### src/rtl/sine_pkg.sv
// Shared widths, types and sign helper for the accumulating sine generator.
// Build option SINE_SYNC_OUT_EN is consumed by sine_accum_gen.
package sine_pkg;

    localparam int ADDR_W = 9;
    localparam int DIFF_W = 16;
    localparam int SMP_W  = 17;

    localparam logic [ADDR_W-1:0] ADDR_LAST = 9'd511;

    typedef logic [1:0] quad_t;

    typedef enum logic [1:0] {
        IDLE,
        RUN,
        STALL
    } state_t;

    function automatic logic [SMP_W-1:0] apply_sign(
        input logic [DIFF_W-1:0] mag,
        input logic              neg
    );
        logic [SMP_W-1:0] v;
        v = {1'b0, mag};
        return neg ? ((~v) + 17'd1) : v;
    endfunction

endpackage

### src/rtl/sine_tick_div.sv
// Sample-rate divider: counts enabled cycles, emits tick on the DIV-th one.
// Holds its count while disabled; clear returns it to zero.
module sine_tick_div #(
    parameter int DIV = 4
) (
    input  logic clk,
    input  logic rst,
    input  logic i_en,
    input  logic i_clr,
    output logic o_tick
);

    localparam int CNT_W = (DIV > 1) ? $clog2(DIV) : 1;
    localparam logic [CNT_W-1:0] LAST = CNT_W'(DIV - 1);

    logic [CNT_W-1:0] r_cnt;

    assign o_tick = i_en && (r_cnt == LAST);

    always_ff @(posedge clk) begin
        if (rst || i_clr) begin
            r_cnt <= '0;
        end else if (i_en) begin
            r_cnt <= o_tick ? '0 : r_cnt + CNT_W'(1);
        end
    end

endmodule

### src/rtl/sine_accum_gen.sv
// Integrates quarter-wave table differences into a 4-quadrant signed sine.
// Define SINE_SYNC_OUT_EN to add the period-end sync_out flag.
module sine_accum_gen
    import sine_pkg::*;
#(
    parameter int                DIV     = 4,
    parameter logic [DIFF_W-1:0] SAT_MAX = 16'hFFFF
) (
    input  logic                     clk,
    input  logic                     rst,
    input  logic                     run,
    input  logic                     phase_clr,
    input  logic                     out_ready,
    output logic                     out_valid,
    output logic signed [SMP_W-1:0]  out_sample,
`ifdef SINE_SYNC_OUT_EN
    output logic                     sync_out,
`endif
    output logic [ADDR_W-1:0]        rom_adrs,
    input  logic [DIFF_W-1:0]        rom_diff
);

    state_t            r_state;
    state_t            w_state_nx;
    logic [ADDR_W-1:0] r_addr;
    quad_t             r_quad;
    logic [DIFF_W-1:0] r_mag;
    logic              r_valid;
    logic [SMP_W-1:0]  r_sample;

    logic              w_tick;
    logic              w_div_en;
    logic              w_free;
    logic              w_upd;
    logic              w_load;
    logic [DIFF_W:0]   w_sum;
    logic [DIFF_W-1:0] w_mag_nx;
    logic [ADDR_W-1:0] w_addr_nx;
    quad_t             w_quad_nx;

    assign w_div_en   = (r_state == RUN) && run;
    assign w_free     = !r_valid || out_ready;
    assign w_load     = w_upd && !phase_clr;
    assign rom_adrs   = r_addr;
    assign out_valid  = r_valid;
    assign out_sample = r_sample;

    sine_tick_div #(
        .DIV(DIV)
    ) u_div (
        .clk   (clk),
        .rst   (rst),
        .i_en  (w_div_en),
        .i_clr (phase_clr),
        .o_tick(w_tick)
    );

    always_ff @(posedge clk) begin
        if (rst) begin
            r_state <= IDLE;
        end else begin
            r_state <= w_state_nx;
        end
    end

    always_comb begin
        w_state_nx = r_state;
        w_upd      = 1'b0;
        unique case (r_state)
            IDLE: begin
                if (run) w_state_nx = RUN;
            end
            RUN: begin
                if (!run) begin
                    w_state_nx = IDLE;
                end else if (w_tick) begin
                    if (w_free) w_upd = 1'b1;
                    else        w_state_nx = STALL;
                end
            end
            STALL: begin
                if (!run) begin
                    w_state_nx = IDLE;
                end else if (out_ready) begin
                    w_upd      = 1'b1;
                    w_state_nx = RUN;
                end
            end
            default: w_state_nx = IDLE;
        endcase
    end

    // Rising quadrants add and saturate; falling quadrants subtract down to 0
    always_comb begin
        w_sum     = {1'b0, r_mag} + {1'b0, rom_diff};
        w_mag_nx  = r_mag;
        w_addr_nx = r_addr;
        w_quad_nx = r_quad;
        if (!r_quad[0]) begin
            w_mag_nx = (w_sum > {1'b0, SAT_MAX}) ? SAT_MAX : w_sum[DIFF_W-1:0];
            if (r_addr == ADDR_LAST) w_quad_nx = r_quad + 2'd1;
            else                     w_addr_nx = r_addr + ADDR_W'(1);
        end else begin
            w_mag_nx = (r_mag > rom_diff) ? (r_mag - rom_diff) : '0;
            if (r_addr == '0) begin
                w_quad_nx = r_quad + 2'd1;
                w_mag_nx  = '0;
            end else begin
                w_addr_nx = r_addr - ADDR_W'(1);
            end
        end
    end

    always_ff @(posedge clk) begin
        if (rst || phase_clr) begin
            r_addr <= '0;
            r_quad <= '0;
            r_mag  <= '0;
        end else if (w_upd) begin
            r_addr <= w_addr_nx;
            r_quad <= w_quad_nx;
            r_mag  <= w_mag_nx;
        end
    end

    always_ff @(posedge clk) begin
        if (rst) begin
            r_valid  <= 1'b0;
            r_sample <= '0;
        end else if (w_load) begin
            r_valid  <= 1'b1;
            r_sample <= apply_sign(w_mag_nx, r_quad[1]);
        end else if (out_ready) begin
            r_valid  <= 1'b0;
        end
    end

`ifdef SINE_SYNC_OUT_EN
    logic r_sync;

    assign sync_out = r_sync;

    always_ff @(posedge clk) begin
        if (rst) begin
            r_sync <= 1'b0;
        end else if (w_load) begin
            r_sync <= (r_quad == 2'd3) && (r_addr == '0);
        end else if (out_ready) begin
            r_sync <= 1'b0;
        end
    end
`endif

endmodule
### config.mk
export PLATFORM = sky130hd
export DESIGN_NAME = sine_accum_gen
export DESIGN_NICKNAME = d
export VERILOG_FILES = /design/src/rtl/sine_pkg.sv /design/src/rtl/sine_tick_div.sv /design/src/rtl/sine_accum_gen.sv
export SDC_FILE = /design/constraint.sdc
export NUM_CORES = 1
export LEC_CHECK = 0
export BUFFER_PORTS_ARGS = -buffer_cell sky130_fd_sc_hd__buf_4
export CAP_MARGIN = 30
export CORE_MARGIN = 1
export CORE_UTILIZATION = 35
export CTS_CLUSTER_SIZE = 40
export DETAILED_ROUTE_END_ITERATION = 7
export HOLD_SLACK_MARGIN = 0.1
export PLACE_DENSITY = 0.54
export REMOVE_ABC_BUFFERS = 1
export SKIP_CTS_REPAIR_TIMING = 1
export SYNTH_ARGS = -nofsm -noshare
export SYNTH_HDL_FRONTEND = slang
export SYNTH_SLANG_ARGS = --single-unit
export TNS_END_PERCENT = 30
### constraint.sdc
create_clock -name clk -period 5.4 [get_ports clk]
set_input_delay 0.27 -clock clk [delete_from_list [all_inputs] [get_ports clk]]
set_output_delay 0.27 -clock clk [all_outputs]
set_load 0.005 [all_outputs]
-- Yosys cells after proc, flatten, opt, wreduce, memory -nomap -nowiden
Index checks and enable logic that the tools add are counted.
- add/subtract/negate cells: 7
- equal/unequal tests: 11
- $lt $le $gt $ge: 2
- muxes and demuxes: 27
- reductions and logical operators: 14
- bitwise operators: 1
- operators by type and width (cell ; number):
    16-bit 2-to-1 mux ; 4
    9-bit 2-to-1 mux ; 3
    2-bit 2-to-1 mux ; 10
    16-bit by 16-bit adder with 17-bit output ; 1
    17-bit by 1-bit adder with 17-bit output, second input constant ; 1
    17-bit by 16-bit greater-than comparator with 1-bit output, second input constant ; 1
    17-bit 2-to-1 mux ; 1
    16-bit NOT with 17-bit output ; 1
    16-bit greater-than comparator ; 1
    16-bit subtractor ; 1
    9-bit by 1-bit adder with 9-bit output, second input constant ; 1
    9-bit == test, second input constant ; 1
    9-bit logical NOT ; 1
    9-bit by 1-bit subtractor with 9-bit output, second input constant ; 1
    1-bit 2-to-1 mux ; 7
    2-bit inequality test, second input constant ; 3
    3-bit inequality test, second input constant ; 2
    2-bit case mux with 3 select lines ; 1
    3-bit AND reduction ; 2
    2-bit by 1-bit adder with 2-bit output, second input constant ; 2
    2-bit == test, second input constant ; 2
    4-bit AND reduction ; 1
    2-bit nonzero test ; 2
    1-bit logical AND ; 3
    other kinds (7) ; 9
- word-level logic and storage cells: 70
- flip-flop bits (word level): 49
- input bits: 21

-- Depth between registers and ports, before layout
- depth after elaboration: 8
- mapped depth: 16
- depth with buffers taken out: 15

-- Hierarchy
A second synthesis with hierarchy kept.
- cell total of the unflattened synthesis: 613
- area total of the unflattened synthesis: 4745.8 sq um
- by module, submodules not included (module ; seq. area each (sq um) ; cells an instance ; times used ; area each (sq um)):
    sine_accum_gen ; 940.9 ; 604 ; 1 ; 4644.5
    sine_tick_div ; 40.0 ; 9 ; 1 ; 101.3

-- Worst setup path before layout
Ideal clock, no wire load.
- path type: register to register
- from: reg r_mag[0]
- to: reg r_sample[15], in the netlist out_sample[15]
- arrival time: 3.155 ns
- path slack: 2.127 ns
- period minus slack after synthesis: 3.273 ns
- setup time: 0.117 ns
- stages on the path, launching flop included: 16
- data required time: 5.283 ns
- path through: dfxtp_1 -> inv_1 -> ha_1 -> inv_1 -> fa_1 -> a211oi_1 -> o211ai_1 -> nand3_1 -> a21o_1 -> buf_6 -> nor4_2 -> or4_4 -> nand4bb_4 -> o41ai_2 -> xor2_1 -> o21ai_1
- cells in the longest elaborated chain, start to end: 7
- elaborated cells between the ends (all ways): 11
- RTL lines (what ; line ; RTL):
    start: declaration ; sine_accum_gen.sv:27 ; logic [DIFF_W-1:0] r_mag;
    start signal: assignment ; sine_accum_gen.sv:122 ; r_mag <= w_mag_nx;
    16-bit by 16-bit adder with 17-bit output, or another cell as far along ; sine_accum_gen.sv:95 ; w_sum = {1'b0, r_mag} + {1'b0, rom_diff};
    17-bit by 16-bit greater-than comparator with 1-bit output or 16-bit 2-to-1 mux (tied branches) ; sine_accum_gen.sv:100, sine_accum_gen.sv:104 ;
    16-bit 2-to-1 mux, on equally long branches ; sine_accum_gen.sv:100, sine_accum_gen.sv:105 ;
    16-bit 2-to-1 mux (*) ; sine_accum_gen.sv:99 ; if (!r_quad[0]) begin
    16-bit NOT with 17-bit output ; sine_pkg.sv:25 ; return neg ? ((~v) + 17'd1) : v;
    17-bit by 1-bit adder with 17-bit output ; sine_pkg.sv:25 ;
    17-bit 2-to-1 mux (*) ; sine_pkg.sv:25 ;
    end signal: assignment ; sine_accum_gen.sv:132 ; r_sample <= apply_sign(w_mag_nx, r_quad[1]);
    end: declaration ; sine_accum_gen.sv:29 ; logic [SMP_W-1:0] r_sample;
Mark *: on every way between the ends. The rest lies on a longest branch, timed or not.
A chain may end at the register's enable or synchronous reset.

-- Worst setup path after layout
- from: reg r_mag[0]
- to: reg r_sample[16], in the netlist out_sample[16]
- cells in the longest elaborated chain, start to end: 7
- elaborated cells between the ends (all ways): 11
- RTL lines (what ; line):
    16-bit by 16-bit adder with 17-bit output, or another cell as far along ; sine_accum_gen.sv:95
    17-bit by 16-bit greater-than comparator with 1-bit output or 16-bit 2-to-1 mux (tied branches) ; sine_accum_gen.sv:100, sine_accum_gen.sv:104
    16-bit 2-to-1 mux, on equally long branches ; sine_accum_gen.sv:100, sine_accum_gen.sv:105
    16-bit 2-to-1 mux (*) ; sine_accum_gen.sv:99
    16-bit NOT with 17-bit output (*) ; sine_pkg.sv:25
    17-bit by 1-bit adder with 17-bit output (*) ; sine_pkg.sv:25
    17-bit 2-to-1 mux (*) ; sine_pkg.sv:25
Marks and branches as above.

==> out/results.tsv <==
metric	value	unit
drcViolationCount	0	
die-area	13800	µm²
synth_seq_area_share	21.0	%
layout_setup_ws	1290	ps
reg2regPathDepth	13	
worstPathMaxFanout	11	
slew_violations	0	
leakagePower	2.10	nW
hold_start	out_ready	
synth.avg_cell_area	7.55	µm²
final_cells	820	
max_stage_delay	650	ps
switching_share	27.5	%
rsz0062_at_grt	false	
routed_via_density	5.59	
min_to	out_valid	
synth_common_cells	nor2_1 (81), a21oi_1 (55), dfxtp_1 (49)	
grt_max_degree	34	
finalCritPeriodShare	76.1	%
finalSetupViolCount	0	
gp_congestion	0.895	
synth_seq_cells	49	
insertion_delay	310	ps
io-pin-count	48	
worstPathCellList	ha_1, inv_1, fa_1, nor2_1, o311ai_1, a2111oi_2, nand3_1, a21oi_1, or4_4, nand4bb_4, nor3_1, nor4b_1, nor4_1	
drtPass1Iterations	5	
ant_nets	0	
die_h	117	µm
placed_cells	812	
synth_most_common_cell	nor2_1	
synth_top_area_share	21.0	%
holdCritPathClass	in2reg	
post-route-util	41.3	%
grt_pass1_vias	4386	
clkPwrFrac	43.0	%
clockBufferDepth	2	
fin_skew	8.29	ps
chipWidth	117	µm
port_buffers	47	
cellPowerDensity	165	nW/µm²
drive_gt1_share	14.2	%
rows	41	
irDropWorstVdd	0.000102	V
synthCells	618	
filler_cell_count	1359	
cts_tree	built	
grt_remaining_overflow	0	
outcome	complete, no violations	
place_ws	1310	ps
max_cap_viol_count	0	
required	5620	ps
synth_ff_type	dfxtp_1	
power.switching	240	µW
rrSetupSlack	1290	ps
r2r-end	out_sample[16]	
initial_utilization	36.4	%
worstMarginPinSlew	849	ps
synthArstFlopShare	0	%
track_usage	20.1	%
finalHoldViolCount	0	
cts_max_level	2	
power_frac_comb	15.1	%
p_int	633	µW
slew_headroom	43.4	%
ys_types	80	
n_antenna_cell	0	
core	12800	µm²
synth-edff-count	0	
whs	257	ps
post-route-min-period	4110	ps
grt_first_pass_wirelength	22300	µm
critPathArrivalTime	4330	ps
drt_iter0_drc	458	
synthTopCellsByArea	dfxtp_1 (21%), ha_1 (12%), nor2_1 (6.5%)	
clkTransAtPathRegs	70	ps
synthToLayoutAreaGrowth	13.7	%
cts.sinks	49	
dpl.hpwl	10300	µm
crit_path_end_kind	register	
antenna_found_initial	0	
fmax	0.243	GHz
nets	716	
cp_slowest_cell	a21oi_1	
r2r-start	r_mag[0]	
vias	4584	
min_path_cells	3	
fin_tns_setup	0	ps
start_kind	register	
p_seq_share	41.9	%
synth_top_area_cell	dfxtp_1	
ys_warn_count	0	
path_class	reg2reg	
root_buffer	clkbuf_16	
numCtsBuffers	5	
avgRoutedWirePerCell	16.6	µm
synth_area	4660	µm²
wirelength	13600	µm
[cell families after synthesis]
group / Yosys count / synth area share (%)
simple gates: 235 / 25.5
compound gates: 182 / 27.3
buf+inv: 75 / 6.95
flops: 49 / 21.0
fa+ha+maj: 48 / 13.4
xor+xnor: 19 / 3.57
mux: 10 / 2.23
[metrics by stage]
stage | instance area (µm²) | power (mW)
after floorplan | 4500 | 0.460
after global placement | 5130 | 0.503
after detailed placement | 5130 | 0.505
after CTS | 5300 | 0.887
after global routing | 5300 | 0.912
final | 5300 | 0.873
[final cells by class]
cell class / count / area (µm²) / share of cell area, %
multi-input combinational: 494 / 3370 / 63.6
sequential: 49 / 981 / 18.5
clock buffer: 6 / 129 / 2.43
clock inverter: 2 / 38.8 / 0.732
timing repair buffer: 54 / 405 / 7.65
inverter: 43 / 161 / 3.05
tap: 172 / 215 / 4.06
[layer usage]
metal	wire, µm	vias to the layer above	track usage (%)
met5	0	-	0
met4	430	0	8.20
met3	542	26	3.99
met2	6310	103	34.1
met1	6360	2145	24.8
li1	-	2310	-
[registers in the layout, indices dropped and copies added, names as in the netlist]
signal,count
rom_adrs,9
r_quad,2
out_sample,17
r_state,2
u_div.r_cnt,2
out_valid,1
r_mag,16
[cell usage in the layout, fill, tap and decap left out, types with 8 or more instances in the layout]
cell type | Yosys | routed
a31oi_1 | 10 | 10
nor2_1 | 81 | 81
ha_1 | 45 | 45
a211oi_1 | 19 | 19
nor4_1 | 9 | 8
nand4_1 | 10 | 10
a21oi_1 | 55 | 55
nor3_1 | 20 | 19
buf_4 | 8 | 54
dfxtp_1 | 49 | 49
nor2b_1 | 11 | 11
o21ai_0 | 20 | 20
xnor2_1 | 15 | 15
nand2b_1 | 8 | 8
inv_1 | 41 | 41
nand3_1 | 19 | 19
nand2_1 | 40 | 40
[power groups by stage]
stage	Sequential, mW	Combinational [mW]	Clock (mW)
2_1_floorplan	0.374	0.0860	0
3_3_place_gp	0.374	0.129	0
3_5_place_dp	0.374	0.131	0
4_1_cts	0.366	0.131	0.390
5_1_grt	0.366	0.147	0.400
6_report	0.366	0.132	0.375
[how the worst max path moves through the flow]
stage / from / endpoint / slack, ps / depth (start not counted)
3_5_place_dp: rom_diff[2] / out_sample[15] / 1310 / 13
5_1_grt: r_mag[0] / out_sample[16] / 910 / 13
6_report: r_mag[0] / out_sample[16] / 1290 / 13
3_3_place_gp: rom_diff[2] / out_sample[14] / 1410 / 13
4_1_cts: r_mag[0] / out_sample[16] / 1300 / 13
2_1_floorplan: r_state[0] / out_sample[13] / 900 / 9
[worst max-delay path, delay by kind of cell (launching register included)]
kind	cells	cell delay (ps)
flops	1	360
buf+inv	1	50
compound gates	3	1400
simple gates	7	1620
fa+ha+maj	2	580
Power figures use the tool's default switching activity.
